===== src/rtl/input_handshake_ctrl.sv =====
// input_handshake_ctrl: debounced OK-key handshake that latches the switch word for the processor.
// Optional feature: define INPUT_OVERRUN_EN to flag presses accepted while data is still unread.
module input_handshake_ctrl #(
    parameter int unsigned DEBOUNCE_CYCLES = 50000,
    parameter int unsigned DATA_W          = 15
) (
    input  logic              clock,
    input  logic              reset,
    input  logic [DATA_W-1:0] sw_in,
    input  logic              key_n,
    input  logic              io_read,
    output logic [DATA_W-1:0] bus_in,
    output logic              ok,
    output logic              overrun
);

    typedef enum logic [1:0] {IDLE, PRESS_DB, PRESSED, RELEASE_DB} state_t;

    localparam logic [15:0] DB_LIMIT = 16'(DEBOUNCE_CYCLES);

    logic              key_meta_d, key_meta_q, key_sync_d, key_sync_q;
    logic [DATA_W-1:0] sw_meta_d, sw_meta_q, sw_sync_d, sw_sync_q;
    state_t            state_d, state_q;
    logic [15:0]       cnt_d, cnt_q, cnt_inc;
    logic [DATA_W-1:0] bus_d, bus_q;
    logic              ok_d, ok_q, ovr_d, ovr_q;
    logic              stable_done, accept;

    // Two-flop synchronizers; reset value models a released key and all-zero switches
    always_comb begin
        key_meta_d = key_n;
        key_sync_d = key_meta_q;
        sw_meta_d  = sw_in;
        sw_sync_d  = sw_meta_q;
    end

    // The counter holds the stable cycles already seen; the current cycle completes the window
    always_comb begin
        cnt_inc     = (cnt_q == 16'hFFFF) ? cnt_q : cnt_q + 16'd1;
        stable_done = cnt_inc >= DB_LIMIT;
    end

    // Key debounce FSM: next state, stability counter and the one-cycle accept event
    always_comb begin
        state_d = state_q;
        cnt_d   = cnt_q;
        accept  = 1'b0;
        case (state_q)
            IDLE: begin
                if (!key_sync_q) begin
                    state_d = PRESS_DB;
                    cnt_d   = 16'd1;
                end
            end
            PRESS_DB: begin
                if (key_sync_q) begin
                    state_d = IDLE;
                    cnt_d   = 16'd0;
                end else if (stable_done) begin
                    state_d = PRESSED;
                    cnt_d   = 16'd0;
                    accept  = 1'b1;
                end else begin
                    cnt_d = cnt_inc;
                end
            end
            PRESSED: begin
                if (key_sync_q) begin
                    state_d = RELEASE_DB;
                    cnt_d   = 16'd1;
                end
            end
            RELEASE_DB: begin
                if (!key_sync_q) begin
                    state_d = PRESSED;
                    cnt_d   = 16'd0;
                end else if (stable_done) begin
                    state_d = IDLE;
                    cnt_d   = 16'd0;
                end else begin
                    cnt_d = cnt_inc;
                end
            end
            default: begin
                state_d = IDLE;
                cnt_d   = 16'd0;
            end
        endcase
    end

    // Handshake: a capture beats a same-edge read; an unread word is never overwritten
    always_comb begin
        bus_d = bus_q;
        ok_d  = ok_q;
        ovr_d = ovr_q;
        if (accept && (!ok_q || io_read)) begin
            bus_d = sw_sync_q;
            ok_d  = 1'b1;
        end else if (io_read && ok_q) begin
            ok_d = 1'b0;
        end
`ifdef INPUT_OVERRUN_EN
        if (accept && ok_q && !io_read) ovr_d = 1'b1;
`else
        ovr_d = 1'b0;
`endif
    end

    // State registers with asynchronous reset to the idle, released, empty condition
    always_ff @(posedge clock or posedge reset) begin
        if (reset) begin
            key_meta_q <= 1'b1;
            key_sync_q <= 1'b1;
            sw_meta_q  <= '0;
            sw_sync_q  <= '0;
            state_q    <= IDLE;
            cnt_q      <= 16'd0;
            bus_q      <= '0;
            ok_q       <= 1'b0;
            ovr_q      <= 1'b0;
        end else begin
            key_meta_q <= key_meta_d;
            key_sync_q <= key_sync_d;
            sw_meta_q  <= sw_meta_d;
            sw_sync_q  <= sw_sync_d;
            state_q    <= state_d;
            cnt_q      <= cnt_d;
            bus_q      <= bus_d;
            ok_q       <= ok_d;
            ovr_q      <= ovr_d;
        end
    end

    assign bus_in  = bus_q;
    assign ok      = ok_q;
    assign overrun = ovr_q;

endmodule


===== config.mk =====
export PLATFORM = sky130hd
export DESIGN_NAME = input_handshake_ctrl
export DESIGN_NICKNAME = d
export VERILOG_FILES = /design/src/rtl/input_handshake_ctrl.sv
export SDC_FILE = /design/constraint.sdc
export NUM_CORES = 1
export LEC_CHECK = 0
export BUFFER_PORTS_ARGS = -buffer_cell sky130_fd_sc_hd__buf_4
export CORE_MARGIN = 2
export CORE_UTILIZATION = 51
export DETAILED_ROUTE_END_ITERATION = 12
export PLACE_DENSITY = 0.79
export SYNTH_ARGS = -nofsm -noshare
export SYNTH_HDL_FRONTEND = slang
export SYNTH_SLANG_ARGS = --single-unit

===== constraint.sdc =====
create_clock -name clock -period 3.2 [get_ports clock]
set_input_delay 0.48 -clock clock [delete_from_list [all_inputs] [get_ports clock]]
set_output_delay 0.48 -clock clock [all_outputs]
set_load 0.05 [all_outputs]

# [Word level (Yosys, flattened, before mapping)]
# Cells that the tools add are included.
[word_totals] register_bits=66 wordCells=45 inputBits=19 output_inout_bits=17
[classes] add_sub_neg=1 n_eq_ne=8 n_reduce_logical=8 mux=19 magnitude_cmp=1
[op_table] operator="16-bit 2-to-1 mux" count=6
[op_table] operator="16-bit one-hot mux with 4 select lines" count=1
[op_table] operator="16-bit by 1-bit adder with 16-bit output, second input constant" count=1
[op_table] operator="16-bit == test, second input constant" count=1
[op_table] operator="16-bit >= comparator, second input constant" count=1
[op_table] operator="2-bit 2-to-1 mux" count=6
[op_table] operator="2-bit one-hot mux with 4 select lines" count=1
[op_table] operator="3-bit != test, second input constant" count=2
[op_table] operator="1-bit 2-to-1 mux" count=5
[op_table] operator="2-bit == test, second input constant" count=2
[op_table] operator="2-bit != test, second input constant" count=2
[op_table] operator="4-bit AND reduction" count=1
[op_table] operator="2-bit by 1-bit == test with 1-bit output, second input constant" count=1
[op_table] operator="1-bit logical AND" count=2
[op_table] operator="2-bit logical NOT" count=1
[op_table] operator="2-bit AND reduction" count=1
[op_table] operator="2-bit nonzero test" count=1
[op_table] operator="1-bit logical NOT" count=1
[op_table] operator="1-bit logical OR" count=1

# [Depth between registers and ports, before layout]
[logic_depth] ltp_word=8 depth_mapped=11 ltp_nobuf=8

# [Least setup slack after synthesis]
# OpenSTA, ideal clock, no wires.
[synth_timing] kind="register to register" startpoint="register cnt_q[0]" endpoint="register bus_q[0] (netlist: bus_in[0])" stages_incl_launch_ff=12 arrival_ps=2919 setup_time_ps=125 slack_ps=156 n_path_buf=3 t_required_ps=3075 path_cell_list="dfrtp_1 ha_1 nand3_2 or4_1 buf_2 xnor2_2 nor4_1 o221ai_2 and4_1 buf_4 buf_12 mux2_4"
[synth_via] elab_chain_len=7 word_cells_on_any_way=8 cone_classes="1 x add/sub; 1 x order compare; 1 x eq/ne; 4 x mux; 1 x reduce/logical"
[synth_lines] item="start, declared" line="24" text="logic [15:0] cnt_d, cnt_q, cnt_inc;"
[synth_lines] item="start signal, assigned" line="127" text="cnt_q <= cnt_d;"
[synth_lines] item="16-bit by 1-bit adder with 16-bit output or 16-bit == test (tied branches)" line="39" text="cnt_inc = (cnt_q == 16'hFFFF) ? cnt_q : cnt_q + 16'd1;"
[synth_lines] item="16-bit 2-to-1 mux *" line="39"
[synth_lines] item="16-bit >= comparator *" line="40" text="stable_done = cnt_inc >= DB_LIMIT;"
[synth_lines] item="1-bit 2-to-1 mux *" line="59" text="end else if (stable_done) begin"
[synth_lines] item="1-bit 2-to-1 mux *" line="56" text="if (key_sync_q) begin"
[synth_lines] item="1-bit 2-to-1 mux *" line="48" text="case (state_q)"
[synth_lines] item="1-bit logical AND *" line="96" text="if (accept && (!ok_q || io_read)) begin"
[synth_lines] item="end signal, assigned" line="128" text="bus_q <= bus_d;"
[synth_lines] item="end, declared" line="25" text="logic [DATA_W-1:0] bus_d, bus_q;"
# Every way passes the cells marked *; elsewhere a longest branch is shown, timed or not.
# A chain may end at the register's enable or synchronous reset.

# [Worst setup path in the final report]
[layout_timing] startpoint="register cnt_q[0]" endpoint="register cnt_q[4]"
[layout_via] elab_chain_len=6 word_cells_on_any_way=8 cone_classes="1 x add/sub; 1 x order compare; 1 x eq/ne; 5 x mux"
[layout_lines] item="16-bit by 1-bit adder with 16-bit output or 16-bit == test (tied branches)" line="39"
[layout_lines] item="16-bit 2-to-1 mux *" line="39"
[layout_lines] item="16-bit >= comparator" line="40"
[layout_lines] item="16-bit 2-to-1 mux *" line="59, 77"
[layout_lines] item="16-bit 2-to-1 mux (on tied branches)" line="74, 56"
[layout_lines] item="16-bit one-hot mux with 4 select lines *" line="48"
# Marks and branches as above.

==> summary.md <==
| Metric | Value |
|---|---|
| Worst-path maximum fanout | 15 |
| F_max | 0.336 GHz |
| Critical path required time | 3.49 ns |
| Post-CTS setup repair buffer count | 0 |
| Hold Worst Slack | 0.233 ns |
| WP data arrival | 3.27 ns |
| Final Wtd Congestion | roughly 0.91 |
| Antenna Diode Count | 0 |
| Mean post-synth cell area | between 10 and 15 um2 |
| EDFF count, synth | 0 |
| Hold Vio Cnt, Final | 0 |
| Wire length of the first global-routing pass | roughly 10000 um |
| Buffer cell driving the clock tree root | sky130_fd_sc_hd__clkbuf_8 |
| Total area of multi-input combinational cells | 1130 um2 |
| Register area | 1650 um2 |
| Die outline area | 6270 um2 |
| Post-synthesis register bit count | 66 |
| Vias in the first global route | 2052 |
| Initial antenna violation count | 0 |
| Remaining DRCs | 0 |
| Half-perimeter wire length after placement | roughly 3900 um |
| Number of max-cap violations | 0 |
| Non-filler instance count after layout | 362 |
| Final design utilization | around 63% |
| Fraction of the cycle the final worst path needs | 93.1% |
| Clock insertion delay at the later pin of the skew report | roughly 0.35 ns |
| Clk slew on worst S/H paths | ~0.070 ns |
| Die boundary width | 79.2 um |
| Shortest clock period the worst path allows after layout | 2.98 ns |
| FFs w/ async S/R, synth | 100% |
| Global-route usage over all layers | 20.9% |
| Die height | 79.2 um |
| Post-layout total power | 1.65 mW |
| Final cell area excluding filler cells | roughly 3500 um2 |
| Worst min path class | input pin to flop |
| Number of nets in the finished design | 305 |
| Place WS | between 0.15 and 0.2 ns |
| Clk sink count | 66 |
| Most frequent cells in the layout | 64 x sky130_fd_sc_hd__dfrtp_1, 44 x sky130_fd_sc_hd__buf_4, 18 x sky130_fd_sc_hd__nand2_1 |
| Cell leakage power | approximately 1.6 nW |
| Count of boundary I/O pins | 36 |
| Drt initial violations | roughly 130 |
| Core Footprint | 5470 um2 |
| Most common library cell in the layout ignoring fill and taps | sky130_fd_sc_hd__dfrtp_1 |
| GRT Residual Overflow | 0 |
| Maximum root-to-sink buffer count | 2 |
| Maximum clock skew at final layout | 0.00991 ns |
| DRT Pass-1 Iters | 5 |
| Relative max-transition margin | 31.0% |
| Total count of max-transition violations in the final report | 0 |
| Fraction of the yosys area taken by sequential cells | about 57% |
| Startpoint type of the worst setup path | flop |
| Setup-failing EPs final | 0 |
| Synthesis warning total | 0 |
| Fill cell instance count of the final layout | between 400 and 500 |
| Crit path capture type | flop |
| Status | completed |
| Post-CTS Resized | 0 |
| Synth Instances | 243 |
| Area growth, synth to finish | 19.8% |
| Routed wire per std cell | about 16 um |
| Clock buffer count from CTS | 9 |
| Share of post-route cells with drive strength above 1 | a little under a third |
| Power per cell area | 478 nW/um2 |
| Placement row count | 27 |
| Maximum number of pins on one net before global-route repair | 54 |
| Clock tree from TritonCTS | yes |
| Synth Flop Type | sky130_fd_sc_hd__dfrtp_1 |
| Clock H-tree levels | 3 |
| Quantity of hold-fixing buffers added after cts | 0 |
| Vias/cell | 5.81 |
| Number of placed instances with taps included | approximately 350 |
| Synth Net Count | 263 |
| Final routed wirelength across all metal layers | 5820 um |
| Cell area reported after detailed placement | approximately 3200 um2 |
| Setup slack of the critical path after layout | 0.220 ns |
| Cell area after synthesis | 2880 um2 |
| Worst slew pin tran | 1.03 ns |
| Worst setup path category | flop to flop |
| Remaining antenna violation count | 0 |
| Count of cell types in the netlist | 51 |
| Total vias in the final route | 2103 |
| Port Buf Inserts | 34 |
| Sum of negative setup slack | 0 ns |
| Starting utilization of the core area | 52.7% |
| IR Drop Worst-Case VDD | 0.298 mV |
| Unrepaired setup endpoints after global routing | no |
-- worst max-delay path, cell delays in order (launching register included) --
cell and delay, ns:
sky130_fd_sc_hd__dfrtp_1 0.45, sky130_fd_sc_hd__ha_1 0.22, sky130_fd_sc_hd__nand3_2 0.07, sky130_fd_sc_hd__or4_1 0.67, sky130_fd_sc_hd__xnor2_2 0.19, sky130_fd_sc_hd__nor4_2 0.32, sky130_fd_sc_hd__o221ai_2 0.16, sky130_fd_sc_hd__buf_4 0.22
sky130_fd_sc_hd__a21oi_1 0.39, sky130_fd_sc_hd__a221o_1 0.23
-- sequential cells by signal, indices dropped and copies added (netlist names), named ones only --
name        flops
bus_in         15
cnt_q          16
key_meta_q      1
key_sync_q      1
ok              1
state_q         1
sw_meta_q      15
sw_sync_q      15
-- path summary, 6_finish.rpt --
check,startpoint,endpoint,slack (ns),cells past startpoint
setup / recovery,cnt_q[0]$_DFFE_PP0P_,cnt_q[4]$_DFFE_PP0P_,0.22,9
hold / removal,key_n,key_meta_q$_DFF_PP1_,0.23,1
setup reg to reg,cnt_q[0]$_DFFE_PP0P_,cnt_q[4]$_DFFE_PP0P_,0.22,9
hold reg to reg,sw_meta_q[2]$_DFF_PP0_,sw_sync_q[2]$_DFF_PP0_,0.34,0
max in group asynchronous,reset,key_sync_q$_DFF_PP1_,2.03,3
min in group asynchronous,reset,sw_meta_q[5]$_DFF_PP0_,0.39,2
-- power by group --
part	total [mW]	internal [mW]	leakage (nW)	switching [mW]
logic	0.0662	0.0273	0.658	0.0389
registers	0.873	0.859	0.840	0.0137
clock network	0.710	0.386	0.104	0.324
-- area by class of cell --
| cell class | count | area share [%] |
|---|---|---|
| clock buffers | 11 | 4.09 |
| clock inverters | 5 | 1.78 |
| inverters | 8 | 0.870 |
| multi-input cells | 155 | 32.6 |
| flip-flops and latches | 66 | 47.9 |
| well taps | 72 | 2.61 |
| repair buffers | 45 | 10.1 |
-- routing by layer --
metal	global-route usage, %	up-vias	share of wire [%]
met5	0	-	0
met4	10.3	0	2.1
met3	6.82	12	6.4
met2	32.2	66	48
met1	26.5	1053	43
li1	-	972	-
-- Yosys cell counts, drive strengths merged (4+ instances only) --
| master | count | area share [%] |
|---|---|---|
| dfrtp | 64 | 56 |
| nand2 | 18 | 2.3 |
| mux2 | 15 | 7.2 |
| o21ai | 12 | 2.1 |
| nor2 | 11 | 1.4 |
| nand3 | 10 | 2.1 |
| clkbuf | 8 | 1.0 |
| inv | 8 | 1.0 |
| a21o | 6 | 1.6 |
| a21oi | 6 | 1.0 |
| a221oi | 6 | 1.8 |
| buf | 6 | 1.7 |
| nor4 | 6 | 1.5 |
| nand4 | 5 | 1.3 |
| nor3 | 5 | 0.87 |
| a22o | 4 | 1.2 |
| and2 | 4 | 0.87 |
| xnor2 | 4 | 1.5 |
-- logic make-up after synthesis --
family / count (synthesis) / share of synthesized area [%]
simple gates: 74 / 14.0
flops: 66 / 57.4
compound gates: 57 / 14.6
buf+inv: 22 / 3.82
mux: 17 / 7.86
xor+xnor: 5 / 1.78
fa+ha+maj: 1 / 0.434
other cells: 1 / 0.130
No activity file was read; power rests on OpenSTA's default activity.
